### src/rtl/dispatch4_8bits_pkg.sv
// Shared constants, buffer entry type and select decode for the 4-way dispatcher.
package dispatch4_8bits_pkg;

  localparam int DATA_W = 8;
  localparam int N_CH   = 4;
  localparam int SEL_W  = 2;

  localparam logic [DATA_W-1:0] DATA_RST = 8'h00;

  // One buffered transfer: destination tag plus payload (10 bits).
  typedef struct packed {
    logic [SEL_W-1:0]  sel;
    logic [DATA_W-1:0] data;
  } entry_t;

  localparam entry_t ENTRY_RST = '{sel: '0, data: DATA_RST};

  // One-hot decode of a channel select; also used on the merge side.
  function automatic logic [N_CH-1:0] sel_onehot(input logic [SEL_W-1:0] sel);
    logic [N_CH-1:0] one;
    one = {{(N_CH-1){1'b0}}, 1'b1};
    return one << sel;
  endfunction

endpackage

### src/rtl/fifo2_10bits.sv
// Two-entry circular buffer of {sel, data} with 1-bit pointers and a 0..2 count.
module fifo2_10bits
  import dispatch4_8bits_pkg::*;
(
  input  logic   clk,
  input  logic   rst,
  input  logic   push,
  input  logic   pop,
  input  entry_t wr_entry,
  output entry_t head,
  output logic   full,
  output logic   empty
);

  entry_t     mem [2];
  logic       wr_ptr;
  logic       rd_ptr;
  logic [1:0] count;

  // Pointer, count and storage update; reset discards all buffered entries.
  always_ff @(posedge clk or posedge rst) begin
    if (rst) begin
      wr_ptr <= 1'b0;
      rd_ptr <= 1'b0;
      count  <= 2'd0;
      // NOTE: the storage is reset too, so a discarded transfer can never
      // resurface on the outputs after reset is released.
      for (int i = 0; i < 2; i++) mem[i] <= ENTRY_RST;
    end else begin
      // NOTE: non-blocking assignments here so every register samples the
      // pre-edge values, regardless of statement order.
      if (push) begin
        mem[wr_ptr] <= wr_entry;
        wr_ptr      <= ~wr_ptr;
      end
      if (pop) rd_ptr <= ~rd_ptr;
      case ({push, pop})
        2'b10:   count <= count + 2'd1;
        2'b01:   count <= count - 2'd1;
        default: count <= count;
      endcase
    end
  end

  assign head  = mem[rd_ptr];
  assign full  = (count == 2'd2);
  assign empty = (count == 2'd0);

endmodule

### src/rtl/dispatch4_8bits.sv
// Registered dispatcher: buffers up to two tagged results and presents the
// head on one of four zero-gated channels with per-channel valid/ready.
module dispatch4_8bits
  import dispatch4_8bits_pkg::*;
(
  input  logic              clk,
  input  logic              rst,
  input  logic [DATA_W-1:0] in_data,
  input  logic [SEL_W-1:0]  in_sel,
  input  logic              in_valid,
  output logic              in_ready,
  output logic [DATA_W-1:0] y0,
  output logic [DATA_W-1:0] y1,
  output logic [DATA_W-1:0] y2,
  output logic [DATA_W-1:0] y3,
  output logic [N_CH-1:0]   out_valid,
  input  logic [N_CH-1:0]   out_ready
);

  entry_t            head;
  logic              full;
  logic              empty;
  logic              push;
  logic              pop;
  logic [DATA_W-1:0] y_arr [N_CH];

  // Acceptance depends on registered fullness only; a same-cycle pop does not
  // open a slot until the next cycle.
  assign in_ready = !full && !rst;
  assign push     = in_valid && in_ready;

  // Only the addressed consumer's ready can retire the head.
  assign pop = |(out_valid & out_ready);

  fifo2_10bits u_fifo (
    .clk      (clk),
    .rst      (rst),
    .push     (push),
    .pop      (pop),
    .wr_entry ('{sel: in_sel, data: in_data}),
    .head     (head),
    .full     (full),
    .empty    (empty)
  );

  // Decode the head onto its channel; idle channels drive zero for OR-merging.
  always_comb begin
    // NOTE: every output gets a default before the conditional drive, so no
    // path leaves a value held and no latch is inferred.
    out_valid = '0;
    for (int k = 0; k < N_CH; k++) y_arr[k] = DATA_RST;
    if (!empty) begin
      out_valid = sel_onehot(head.sel);
      for (int k = 0; k < N_CH; k++) begin
        if (out_valid[k]) y_arr[k] = head.data;
      end
    end
  end

  assign y0 = y_arr[0];
  assign y1 = y_arr[1];
  assign y2 = y_arr[2];
  assign y3 = y_arr[3];

endmodule

### config.mk
export PLATFORM = sky130hd
export DESIGN_NAME = dispatch4_8bits
export DESIGN_NICKNAME = d
export VERILOG_FILES = /design/src/rtl/dispatch4_8bits_pkg.sv /design/src/rtl/fifo2_10bits.sv /design/src/rtl/dispatch4_8bits.sv
export SDC_FILE = /design/constraint.sdc
export NUM_CORES = 1
export LEC_CHECK = 0
export BUFFER_PORTS_ARGS = -buffer_cell sky130_fd_sc_hd__buf_4
export CORE_MARGIN = 1
export CORE_UTILIZATION = 43
export DETAILED_ROUTE_END_ITERATION = 12
export GPL_TIMING_DRIVEN = 1
export PLACE_DENSITY_LB_ADDON = 0.2
export SLEW_MARGIN = 15
export SYNTH_ARGS = -nofsm -noshare
export SYNTH_HDL_FRONTEND = slang
export SYNTH_SLANG_ARGS = --single-unit
### constraint.sdc
create_clock -name clk -period 1.8 [get_ports clk]
set_input_delay 0.36 -clock clk [delete_from_list [all_inputs] [get_ports clk]]
set_output_delay 0.36 -clock clk [all_outputs]
set_load 0.005 [all_outputs]
# ---- Word-level counts from Yosys, hierarchy flattened
# Index checks and enable logic that the tools add are counted.
# Widths: inputs -> output; s select.
dict set report totals {
  register_bits 24
  latch_bits 0
  ram_bits 0
  romBits 0
  in_bits 17
  out_inout_bits 37
  memories 0
}
dict set report classes {
  addsub 2
  mul 0
  div_mod_pow 0
  magnitude_cmp 3
  eq_ne 3
  n_shift 1
  mux 13
  bitwise_logic 5
  n_reduce_logical 8
}
# operator count
set op_table {}
lappend op_table {{$mux 10} 4}
lappend op_table {{$mux 32} 1}
lappend op_table {{$mux 8} 4}
lappend op_table {{$bwmux 20} 1}
lappend op_table {{$demux 10 s1} 1}
lappend op_table {{$and 4x4->4} 1}
lappend op_table {{$eq 2x2->1 const B} 2}
lappend op_table {{$ge 2x2->1 const B} 2}
lappend op_table {{$mux 4} 1}
lappend op_table {{$not 1->2} 2}
lappend op_table {{$pmux 2 s2} 1}
lappend op_table {{$reduce_or 4->1} 1}
lappend op_table {{$shl 1x2->4 const A} 1}
lappend op_table {{$logic_and 1x1->1} 3}
lappend op_table {{$add 2x1->2 const B} 1}
lappend op_table {{$eq 2x1->1 const B} 1}
lappend op_table {{$logic_not 1->1} 2}
lappend op_table {{$logic_not 2->1} 1}
lappend op_table {{$lt 2x1->1 const B} 1}
lappend op_table {{$not 1->1} 2}
lappend op_table {{$reduce_bool 2->1} 1}
lappend op_table {{$sub 2x1->2 const B} 1}

# ---- Longest topological paths before layout
# Gate-level depths: netlist of run 1.
dict set report depth {
  ltp_word 10
  ltp_mapped 8
}

# ---- Modules after synthesis
# Synthesis of run 1 repeated with hierarchy kept, for this count alone.
dict set report hier_totals {
  hier_cells 110
  hier_area_um2 1370.1
}
# mod n_inst cells_per_inst area_each_um2 seq_area_each_um2
set by_module_without_submodules {}
lappend by_module_without_submodules {fifo2_10bits 1 69 1082.3 600.6}
lappend by_module_without_submodules {dispatch4_8bits 1 41 287.8 0.0}

# ---- Least setup slack after synthesis of run 1
# Ideal clock, no wire load.
dict set report synth_timing {
  path_type {input port to flip-flop}
  from {input rst}
  to {register u_fifo.mem[11] (netlist bit)}
  setup_time_ns 0.125
  arrival_ns 1.797
  t_required_ns 1.675
  path_slack_ns -0.122
  stages 4
  n_path_buf 0
  path_cell_list {inv_1 -> o211ai_2 -> nor2_4 -> mux2_2}
}
dict set report synth_via {
  elab_chain_cells 3
}
# element line_no
set synth_lines {}
lappend synth_lines {{start, declared} dispatch4_8bits.sv:7} ;# input logic rst,
lappend synth_lines {{$logic_not 1->1 (no source line)} --}
lappend synth_lines {{$logic_and 1x1->1} dispatch4_8bits.sv:29} ;# assign in_ready = !full && !rst;
lappend synth_lines {{$logic_and 1x1->1} dispatch4_8bits.sv:30} ;# assign push = in_valid && in_ready;
lappend synth_lines {{end signal, assigned by index} fifo2_10bits.sv:33} ;# mem[wr_ptr] <= wr_entry;
lappend synth_lines {{end, declared} fifo2_10bits.sv:15} ;# entry_t mem [2];
# No other way between the ends.
# A chain may end at the register's enable or synchronous reset.

# ---- Worst setup path in the final report of run 1
dict set report layout_timing {
  from {register u_fifo.rd_ptr}
  to {output y1[5]}
}
dict set report layout_via {
  elab_chain_cells 7
}
# element line_no
set layout_lines {}
lappend layout_lines {{start, declared} fifo2_10bits.sv:17} ;# logic rd_ptr;
lappend layout_lines {{start signal, assigned} fifo2_10bits.sv:36} ;# if (pop) rd_ptr <= ~rd_ptr;
lappend layout_lines {{$not 1->2 (not written as such) (*)} fifo2_10bits.sv:45} ;# assign head = mem[rd_ptr];
lappend layout_lines {{$mux 10 (not written as such) (*) (3 in series)} fifo2_10bits.sv:45}
lappend layout_lines {{$shl 1x2->4} dispatch4_8bits_pkg.sv:22} ;# return one << sel;
lappend layout_lines {{$mux 8 (*)} dispatch4_8bits.sv:55} ;# if (out_valid[k]) y_arr[k] = head.data;
lappend layout_lines {{$mux 32 (*)} dispatch4_8bits.sv:52} ;# if (!empty) begin
lappend layout_lines {{end, declared} dispatch4_8bits.sv:13} ;# output logic [DATA_W-1:0] y1,
# Mark *: on every way between the ends. The rest lies on a longest branch, timed or not. The select of a mux whose other input is x is not followed.

==> results of run 1 <==
==> final timing paths <==
check                                   to  depth (start not counted)
max reg2reg                u_fifo.count[1]                          9
max in group asynchronous    u_fifo.rd_ptr                          3
min reg2reg                 u_fifo.mem[14]                          1
max                                  y1[5]                          6
min                          u_fifo.mem[9]                          3
min in group clk            u_fifo.mem[14]                          2
==> flip-flops by register name, indices dropped and copies added (netlist names) <==
name,count
u_fifo.rd_ptr,1
u_fifo.wr_ptr,1
u_fifo.mem,20
u_fifo.count,2
==> kinds of logic (layout without fill, tap and decap cells) <==
family	Yosys count	in the layout
DFF	24	24
adders and majority gates	1	1
xor gates and xnor gates	5	5
AOI/OAI and AO/OA	7	7
muxes	33	33
and+or+nand+nor	37	37
buffers and inverters	10	79
==> critical path: stages, from the launching register on <==
cell,delay [ns]
dfrtp_2,0.49
buf_12,0.15
mux2i_4,0.19
or2_1,0.26
buf_4,0.17
nor2_2,0.09
buf_4,0.11
==> area by class of cell <==
class                      instances  share of cell area
tap                               31              0.0183
inverter                           6              0.0124
sequential                        24               0.284
timing repair buffer              69               0.265
clock inverter                     1              0.0142
multi-input combinational         83               0.395
clock buffer                       3              0.0106
==> power by group through the flow <==
stage	clock [W]	combinational [W]	sequential, W
2_1_floorplan	0	0.00138	0.000972
3_3_place_gp	0	0.00224	0.00103
3_5_place_dp	0	0.00232	0.00106
4_1_cts	0.000390	0.00270	0.00108
5_1_grt	0.000420	0.00330	0.00117
6_report	0.000385	0.00306	0.00114
==> through the flow <==
step	utilization	area, µm²	TNS [ns]
finish	0.748	2120	-10.48
global placement	0.636	1800	0
detailed placement	0.636	1800	-1.53
CTS	0.699	1980	-9.89
global route	0.748	2120	-13.77
floorplan	-	1320	0
==> timing repair <==
item | 4_1_cts | 5_1_grt
resized for setup | 20 | 34
endpoints found under the setup margin | 38 | 38
pin swaps | 10 | 5
buffers inserted | 5 | 1
==> cell usage after synthesis <==
master,n
nor2_4,1
xor2_1,1
o21a_1,1
xnor2_1,4
or2_1,2
mux2i_1,11
dfrtp_1,24
inv_1,4
o211ai_1,2
mux2_2,18
mux2_1,3
o22ai_2,1
inv_2,2
o21ai_1,2
nor2_2,8
nand3_2,1
o211ai_2,1
mux2i_4,1
buf_6,2
buf_2,2
nor2_1,25
ha_1,1
==> metal layers <==
| metal | wire length, µm | vias to the layer above | part of all wire |
|---|---|---|---|
| li1 | - | 534 | - |
| met1 | 1370 | 555 | 0.41 |
| met3 | 162 | 2 | 0.049 |
| met5 | 0 | - | 0 |
| met4 | 16 | 0 | 0.0048 |
| met2 | 1790 | 39 | 0.54 |
==> flow_summary.yaml, run 1 <==
outcome:
  run_status: "complete, but fails checks"
  failing_checks: "DRC, setup timing"
place:
  detailedPlace.worstSlack_ns: -0.148
  port_buffers: 53
  detailed_place_hpwl_um: 2440
  routabilityCongestion: 0.740
  place_inst: 207
logic_synthesis:
  mux_cell_area_share_after_synthesis: 0.280
  synth-simple-area-share: 0.135
  synth.net_count: 135
  netlist-cell-type-count: 22
  sequential_element_share_of_the_synthesized_area: 0.456
  gate_count_of_the_mapped_netlist: 117
  yosys_warnings: 0
  synth.avg_cell_area_um2: 11.3
  post_synth_xor_area_fraction: 0.0333
  top_cell_type_by_total_area_after_synthesis: "dfrtp_1"
  post_synth_fa_ha_maj_area_fraction: 0.00951
  post_synth_main_area_contributors: "dfrtp_1 46%, mux2_2 15%, mux2i_1 8.4%"
  post_synth_instance_area_mm2: 0.00132
  synth_top_family_by_area: "multiplexers"
  yosys_register_bits: 24
  synth_compound_gate_area_share: 0.0437
  synth.top_cell.area_share: 0.456
sta:
  timing.clock.skew_ns: 0.00479
  maxSlewViolCount: 0
  finalSetupViolations: 38
  worstMarginPinSlew_ns: 0.370
  layout_min_cycle_time_ns: 2.12
  worst_slew_margin_rel: 0.748
  finalHoldWorstSlack_ns: 0.130
  grt_setup_unrepaired: "true"
  maximum_achievable_frequency_ghz: 0.471
  total_count_of_hold_check_failures_in_the_final_report: 0
  post-route-period-util: 1.18
  fin_ws_ns: -0.322
power_and_ir_drop:
  clkPwrFrac: 0.084
  leakage_power_of_the_design_nw: 0.958
  vdd.ir_drop.worst_v: 0.00104
  power_density_mw_per_mm2: 2170
  pwr-share-comb: 0.667
  fraction_of_power_spent_switching_nets: 0.396
  design_power_total_w: 0.00458
  intPower_w: 0.00277
  total_switching_power_w: 0.00182
  relative_contribution_of_sequential_cells_to_total_power: 0.249
cells_and_area:
  most-common-layout-cells: "60 x buf_4, 25 x nor2_2, 23 x dfrtp_1, 17 x mux2_2, 8 x buf_6"
  final_net_count: 205
  layout.area.seq_um2: 602
  fillers: 191
  antenna_cells_inserted: 0
  drive_gt1_frac: 0.769
  stdcell_count: 217
  area_growth_syn_to_layout_pct: 60.7
  leading_cell_type_in_the_layout_fill_and_taps_excluded: "buf_4"
  multi_input_gate_area_um2: 836
clock_network:
  cts.root.buffer_cell: "clkbuf_4"
  tritoncts_num_sinks: 24
  cts.htree.levels: 1
  clk_latency_ns: 0.31
  cts-buffers-inserted: 3
  cts_tree: "yes"
  post_cts_hold_buffer_count: 0
  clk_pin_slew_worst_paths_ns: 0.13
  cts-root-to-sink-buffers: 2
global_routing:
  grt_first_pass_wirelength_um: 5220
  grt-busiest-layer: "met2"
  grt_max_degree: 25
  grt_use_met2: 0.370
  grt_overflow_total: 0
  grt_pass1_vias: 1103
  grt_met1_usage: 0.285
  antenna_violations_before_repair: 0
  track_usage: 0.215
  grtUsageMet3: 0.0272
floorplan:
  design.portCount: 54
  rows: 19
  die-width_um: 57.3
  floorplan.die.height_um: 57.3
  core_region_area_mm2: 0.00283
  design.die.area_mm2: 0.00329
  start_util: 0.465
detailed_routing:
  drt_first_pass_iters: 8
  drt_drc_violations_left: 3
  route.antenna.remaining_nets: 0
  detail_route.wl_per_cell_um: 15.4
  initialDrtViolationCount: 20
  via_per_inst: 5.21
  dr_total_vias: 1130
  route.final.wire_length_um: 3340
worst_hold_path:
  timing.hold.worst.class: "input port to async pin"
critical_path:
  startpoint: "u_fifo.rd_ptr"
  timing.setup.critical_path_class: "flop to output port"
  worst-endpoint-required_ns: 1.44
  timing.critical_path.fanout_max: 5
  start_kind: "flop"
  timing.rr.start: "u_fifo.rd_ptr"
  worst-r2r-setup-slack_ns: -0.17
  worst_ep_arrival_time_ns: 1.76
  critPathCaptureType: "output port"
job:
  drv.max_cap_violation_count: 0
Power figures use the tool's default switching activity.
==> inputs of run 2 (changes only) <==
- MAX_ROUTING_LAYER: not set -> met4
- SLEW_MARGIN: 15 -> not set
==> run 2 against run 1 <==
Net effect: the run still ends with DRC, setup timing left; sequential share of layout area up 0.69 points; first-iteration DRC count up 10%; sequential power about the same; routed wire length down 0.18%; critical path depth unchanged; cell area down 2.4%; critical endpoint is now y0[1].
==> flow_summary.yaml, run 2 (same netlist as run 1, synthesis figures left out) <==
cells_and_area:
  leading_cell_type_in_the_layout_fill_and_taps_excluded: "buf_4"
  final_net_count: 205
  max_flop_register: "u_fifo.mem"
  most-common-layout-cells: "63 x buf_4, 23 x nor2_2, 23 x dfrtp_1, 17 x mux2_2, 9 x nor2_1"
  stdcell_count: 217
  postLayoutCellArea_mm2: 0.00207
  fillers: 193
  antenna_cells_inserted: 0
  drive_gt1_frac: 0.747
  largest_register_ffs: 20
  layout_top_registers: "u_fifo.mem: 20 flops, u_fifo.count: 2 flops"
  post-route-util: 0.730
  area_growth_syn_to_layout_pct: 56.9
clock_network:
  cts-root-to-sink-buffers: 2
  clk_latency_ns: 0.31
  post_cts_hold_buffer_count: 0
  cts_tree: "yes"
  cts.htree.levels: 1
  cts-buffers-inserted: 3
  tritoncts_num_sinks: 24
  cts.root.buffer_cell: "clkbuf_4"
  clk_pin_slew_worst_paths_ns: 0.13
floorplan:
  start_util: 0.465
  rows: 19
  design.die.area_mm2: 0.00329
  core_region_area_mm2: 0.00283
  floorplan.die.height_um: 57.3
  design.portCount: 54
  die-width_um: 57.3
detailed_routing:
  drt_drc_violations_left: 3
  via_per_inst: 5.29
  detail_route.wl_per_cell_um: 15.4
  initialDrtViolationCount: 22
  route.antenna.remaining_nets: 0
  route.final.wire_length_um: 3330
  drt_first_pass_iters: 8
  dr_total_vias: 1149
power_and_ir_drop:
  power_density_mw_per_mm2: 2150
  total_switching_power_w: 0.00175
  design_power_total_w: 0.00444
  pwr-share-comb: 0.661
  intPower_w: 0.00269
  leakage_power_of_the_design_nw: 0.954
  fraction_of_power_spent_switching_nets: 0.394
  vdd.ir_drop.worst_v: 0.00103
  clkPwrFrac: 0.087
  relative_contribution_of_sequential_cells_to_total_power: 0.252
job:
  drv.max_cap_violation_count: 0
outcome:
  run_status: "complete, but fails checks"
  failing_checks: "DRC, setup timing"
critical_path:
  timing.critical_path.fanout_max: 5
  start_kind: "flop"
  worst_ep_arrival_time_ns: 1.77
  timing.setup.critical_path_class: "flop to output port"
  critPathCaptureType: "output port"
  worst-endpoint-required_ns: 1.44
place:
  routabilityCongestion: 0.749
  place_inst: 207
  detailed_place_hpwl_um: 2440
  postPlaceCellArea_mm2: 0.00180
  port_buffers: 53
global_routing:
  grt_max_degree: 25
  track_usage: 0.222
  antenna_violations_before_repair: 0
  grt_overflow_total: 0
  grt_pass1_vias: 1106
  grt_first_pass_wirelength_um: 5210
sta:
  layout_min_cycle_time_ns: 2.13
  tns_ns: -10.58
  maxSlewViolCount: 0
  timing.clock.skew_ns: 0.00522
  grt_setup_unrepaired: "true"
  post-route-period-util: 1.18
  fin_ws_ns: -0.325
  worstMarginPinSlew_ns: 0.373
  finalSetupViolations: 38
  total_count_of_hold_check_failures_in_the_final_report: 0
  maximum_achievable_frequency_ghz: 0.470
  worst_slew_margin_rel: 0.747
worst_hold_path:
  timing.hold.worst.class: "input port to async pin"
==> run 2: metal layers <==
metal | track usage | routed length, µm | vias up
li1 | - | - | 532
met2 | 0.373 | 1790 | 36
met1 | 0.280 | 1370 | 579
met3 | 0.0295 | 147 | 2
met5 | - | 0 | -
met4 | 0.0662 | 19 | 0
==> run 2: cell type report <==
cell class	instances	area, µm²	share of cell area
Clock buffer	3	22.5	0.0109
Inverter	6	26.3	0.0127
Tap cell	31	38.8	0.0188
Sequential cell	24	602	0.291
Multi-Input combinational cell	83	797	0.386
Clock inverter	1	30.0	0.0145
Timing Repair Buffer	69	549	0.266
==> run 2: critical path, stage by stage, from the launching register on <==
cell and delay [ns]:
dfrtp_2 0.47, buf_12 0.13, mux2i_4 0.26, o211ai_1 0.18
buf_4 0.21, nor2_2 0.09, buf_4 0.11
==> run 2: power groups by stage <==
stage	Sequential [W]	Clock [W]	Combinational, W
4_1_cts	0.00108	0.000390	0.00270
3_3_place_gp	0.00103	0	0.00224
6_report	0.00112	0.000387	0.00293
5_1_grt	0.00115	0.000420	0.00316
3_5_place_dp	0.00106	0	0.00232
2_1_floorplan	0.000972	0	0.00138
==> run 2: per-stage QoR <==
stage,setup WS (ns),hold slack [ns]
global placement,0.0210,0.469
floorplan,0.0819,0.250
global route,-0.404,0.127
finish,-0.325,0.129
detailed placement,-0.148,0.478
CTS,-0.325,0.133
==> run 2: final timing paths <==
check | startpoint | end | slack [ns] | cells after the start
setup / recovery | u_fifo.rd_ptr | y0[1] | -0.33 | 6
hold / removal | rst | u_fifo.mem[9] | 0.13 | 3
setup reg to reg | u_fifo.rd_ptr | u_fifo.count[1] | -0.17 | 9
hold reg to reg | u_fifo.mem[14] | u_fifo.mem[14] | 0.54 | 1
max in group asynchronous | rst | u_fifo.rd_ptr | 1.42 | 3
min in group clk | in_data[4] | u_fifo.mem[14] | 0.28 | 2
==> run 2: timing repair <==
| action | in CTS | in global routing |
|---|---|---|
| hold endpoints to repair | 0 | 0 |
| setup endpoints to repair | 38 | 38 |
| gates cloned | 0 | 0 |
| buffers inserted | 5 | 1 |
| resized for setup | 20 | 23 |
| pin swaps | 10 | 5 |
==> inputs of run 3 (changes only) <==
- ABC_AREA: not set -> 1
- GPL_TIMING_DRIVEN: 1 -> 0
==> run 3 against run 2 <==
Net effect: the flow still finishes with violations (DRC, setup timing); sequential power is 4% lower; critical path depth rose by 2; routed wire length grew 50%; power grew 14%; critical path type unchanged.
==> flow_summary.yaml, run 3 <==
detailed_routing:
  drt_first_pass_iters: 10
  drt_drc_violations_left: 4
  route.final.wire_length_um: 4980
  route.antenna.remaining_nets: 0
  via_per_inst: 5.29
  dr_total_vias: 1445
  detail_route.wl_per_cell_um: 18.2
  initialDrtViolationCount: 121
clock_network:
  post_cts_hold_buffer_count: 0
  clk_pin_slew_worst_paths_ns: 0.14
  tritoncts_num_sinks: 24
  cts.root.buffer_cell: "clkbuf_4"
  cts_tree: "yes"
  cts-buffers-inserted: 3
  clk_latency_ns: 0.31
  cts-root-to-sink-buffers: 2
  cts.htree.levels: 1
logic_synthesis:
  post_synth_instance_area_mm2: 0.00133
  synth.top_cell.area_share: 0.452
  synth.net_count: 187
  dominant_synthesized_flop_cell: "dfrtp_1"
  post_synth_main_area_contributors: "dfrtp_1 45%, nand2_1 11%, nor2_1 10%"
  netlist-cell-type-count: 19
  yosys_warnings: 0
  sequential_element_share_of_the_synthesized_area: 0.452
  netlist_top_cells_count: "39 x nand2_1, 37 x nor2_1, 24 x dfrtp_1"
  yosys_register_bits: 24
  synth-edff-count: 0
  top_cell_type_by_total_area_after_synthesis: "dfrtp_1"
  gate_count_of_the_mapped_netlist: 169
  asyncSetResetFlopFracSynth: 1.00
  yosys.cell_count.top_type: "nand2_1"
  synth.avg_cell_area_um2: 7.86
global_routing:
  grt_pass1_vias: 1439
  grt_overflow_total: 0
  antenna_violations_before_repair: 0
  grt_max_degree: 25
  track_usage: 0.296
  grt_first_pass_wirelength_um: 7040
cells_and_area:
  antenna_cells_inserted: 0
  final_net_count: 261
  leading_cell_type_in_the_layout_fill_and_taps_excluded: "buf_4"
  layout_top_registers: "u_fifo.mem: 20 flops, u_fifo.count: 2 flops"
  multi_input_gate_area_um2: 962
  area_growth_syn_to_layout_pct: 74.3
  layout.area.seq_um2: 602
  stdcell_count: 273
  largest_register_ffs: 20
  fillers: 181
  max_flop_register: "u_fifo.mem"
  drive_gt1_frac: 0.595
  most-common-layout-cells: "53 x buf_4, 28 x nand2_1, 23 x dfrtp_1, 14 x inv_1, 14 x nor2_2"
sta:
  maxSlewViolCount: 0
  layout_min_cycle_time_ns: 2.01
  timing.clock.skew_ns: 0.00338
  finalSetupViolations: 37
  fin_ws_ns: -0.208
  worstMarginPinSlew_ns: 0.931
  maximum_achievable_frequency_ghz: 0.498
  grt_setup_unrepaired: "true"
  post-route-period-util: 1.12
  total_count_of_hold_check_failures_in_the_final_report: 0
  tns_ns: -5.84
  worst_slew_margin_rel: 0.379
floorplan:
  die-width_um: 57.6
  design.die.area_mm2: 0.00331
  core_region_area_mm2: 0.00283
  start_util: 0.469
  floorplan.die.height_um: 57.6
  design.portCount: 54
  rows: 19
place:
  detailed_place_hpwl_um: 2530
  port_buffers: 53
  place_inst: 253
  routabilityCongestion: 0.784
critical_path:
  timing.setup.critical_path_class: "flop to output port"
  worst_ep_arrival_time_ns: 1.65
  timing.critical_path.fanout_max: 5
  critPathCaptureType: "output port"
  worst-endpoint-required_ns: 1.44
  start_kind: "flop"
worst_hold_path:
  timing.hold.worst.class: "input port to async pin"
outcome:
  run_status: "complete, but fails checks"
  failing_checks: "DRC, setup timing"
power_and_ir_drop:
  vdd.ir_drop.worst_v: 0.00116
  leakage_power_of_the_design_nw: 1.13
  power_density_mw_per_mm2: 2180
job:
  drv.max_cap_violation_count: 0
[run 3: kinds of logic after synthesis]
group           Yosys count  share of synthesized area
compound gates           24                      0.127
fa+ha+maj                 1                    0.00942
xor+xnor                  2                     0.0132
flops                    24                      0.452
mux                       8                     0.0603
buf+inv                  27                     0.0905
simple gates             83                      0.247
[run 3: area by class of cell]
class                      instances  area share
tap                               31      0.0168
buffer                             5      0.0178
clock buffer                       4      0.0157
inverter                          22      0.0379
sequential                        24       0.260
multi-input combinational        122       0.416
timing repair buffer              65       0.236
[run 3: worst max-delay path: stages (launching register included)]
cell and delay (ns):
dfrtp_1 0.46, inv_2 0.11, nand2_2 0.07, nand2_4 0.11, inv_6 0.05, nor2_4 0.16, nand2_4 0.11, nor2_2 0.12
buf_4 0.13
[run 3: layer usage]
metal	track usage	routed length, µm	up-vias
met5	-	0	-
met4	0.101	46	0
met3	0.0295	217	4
met2	0.500	2720	60
met1	0.370	2000	702
li1	-	-	679
[run 3: path summary, 6_finish.rpt]
kind                                from              end  slack, ns  cells after the start
hold reg to reg            u_fifo.mem[8]    u_fifo.mem[8]       0.51                      2
max in group asynchronous            rst  u_fifo.count[0]       0.91                      2
setup / recovery           u_fifo.rd_ptr            y3[6]      -0.21                      8
min in group clk              in_data[6]   u_fifo.mem[16]       0.30                      3
hold / removal                       rst   u_fifo.mem[12]       0.26                      2
setup reg to reg           u_fifo.rd_ptr  u_fifo.count[1]      -0.11                     13
[run 3: power breakdown]
part           internal (W)  switching [W]  leakage, nW  total (W)
logic               0.00170        0.00198        0.816    0.00369
registers          0.000800       0.000278        0.296    0.00108
clock network      0.000124       0.000166       0.0210   0.000290
[run 3: stage by stage]
stage	utilization	setup slack (ns)	total power, W	hold slack (ns)	instance area [µm²]
2_1_floorplan	-	0.0435	0.00213	0.375	1330
3_3_place_gp	0.624	-0.107	0.00286	0.464	1760
3_5_place_dp	0.624	-0.214	0.00296	0.468	1760
4_1_cts	0.759	-0.174	0.00434	0.286	2150
5_1_grt	0.818	-0.262	0.00530	0.296	2310
6_report	0.818	-0.208	0.00505	0.265	2310
[run 3: repair_timing]
action	in CTS	in global routing
buffers inserted	8	4
gates resized for setup	67	38
cloned	4	0
setup endpoints to repair	37	38
pin swaps	19	19
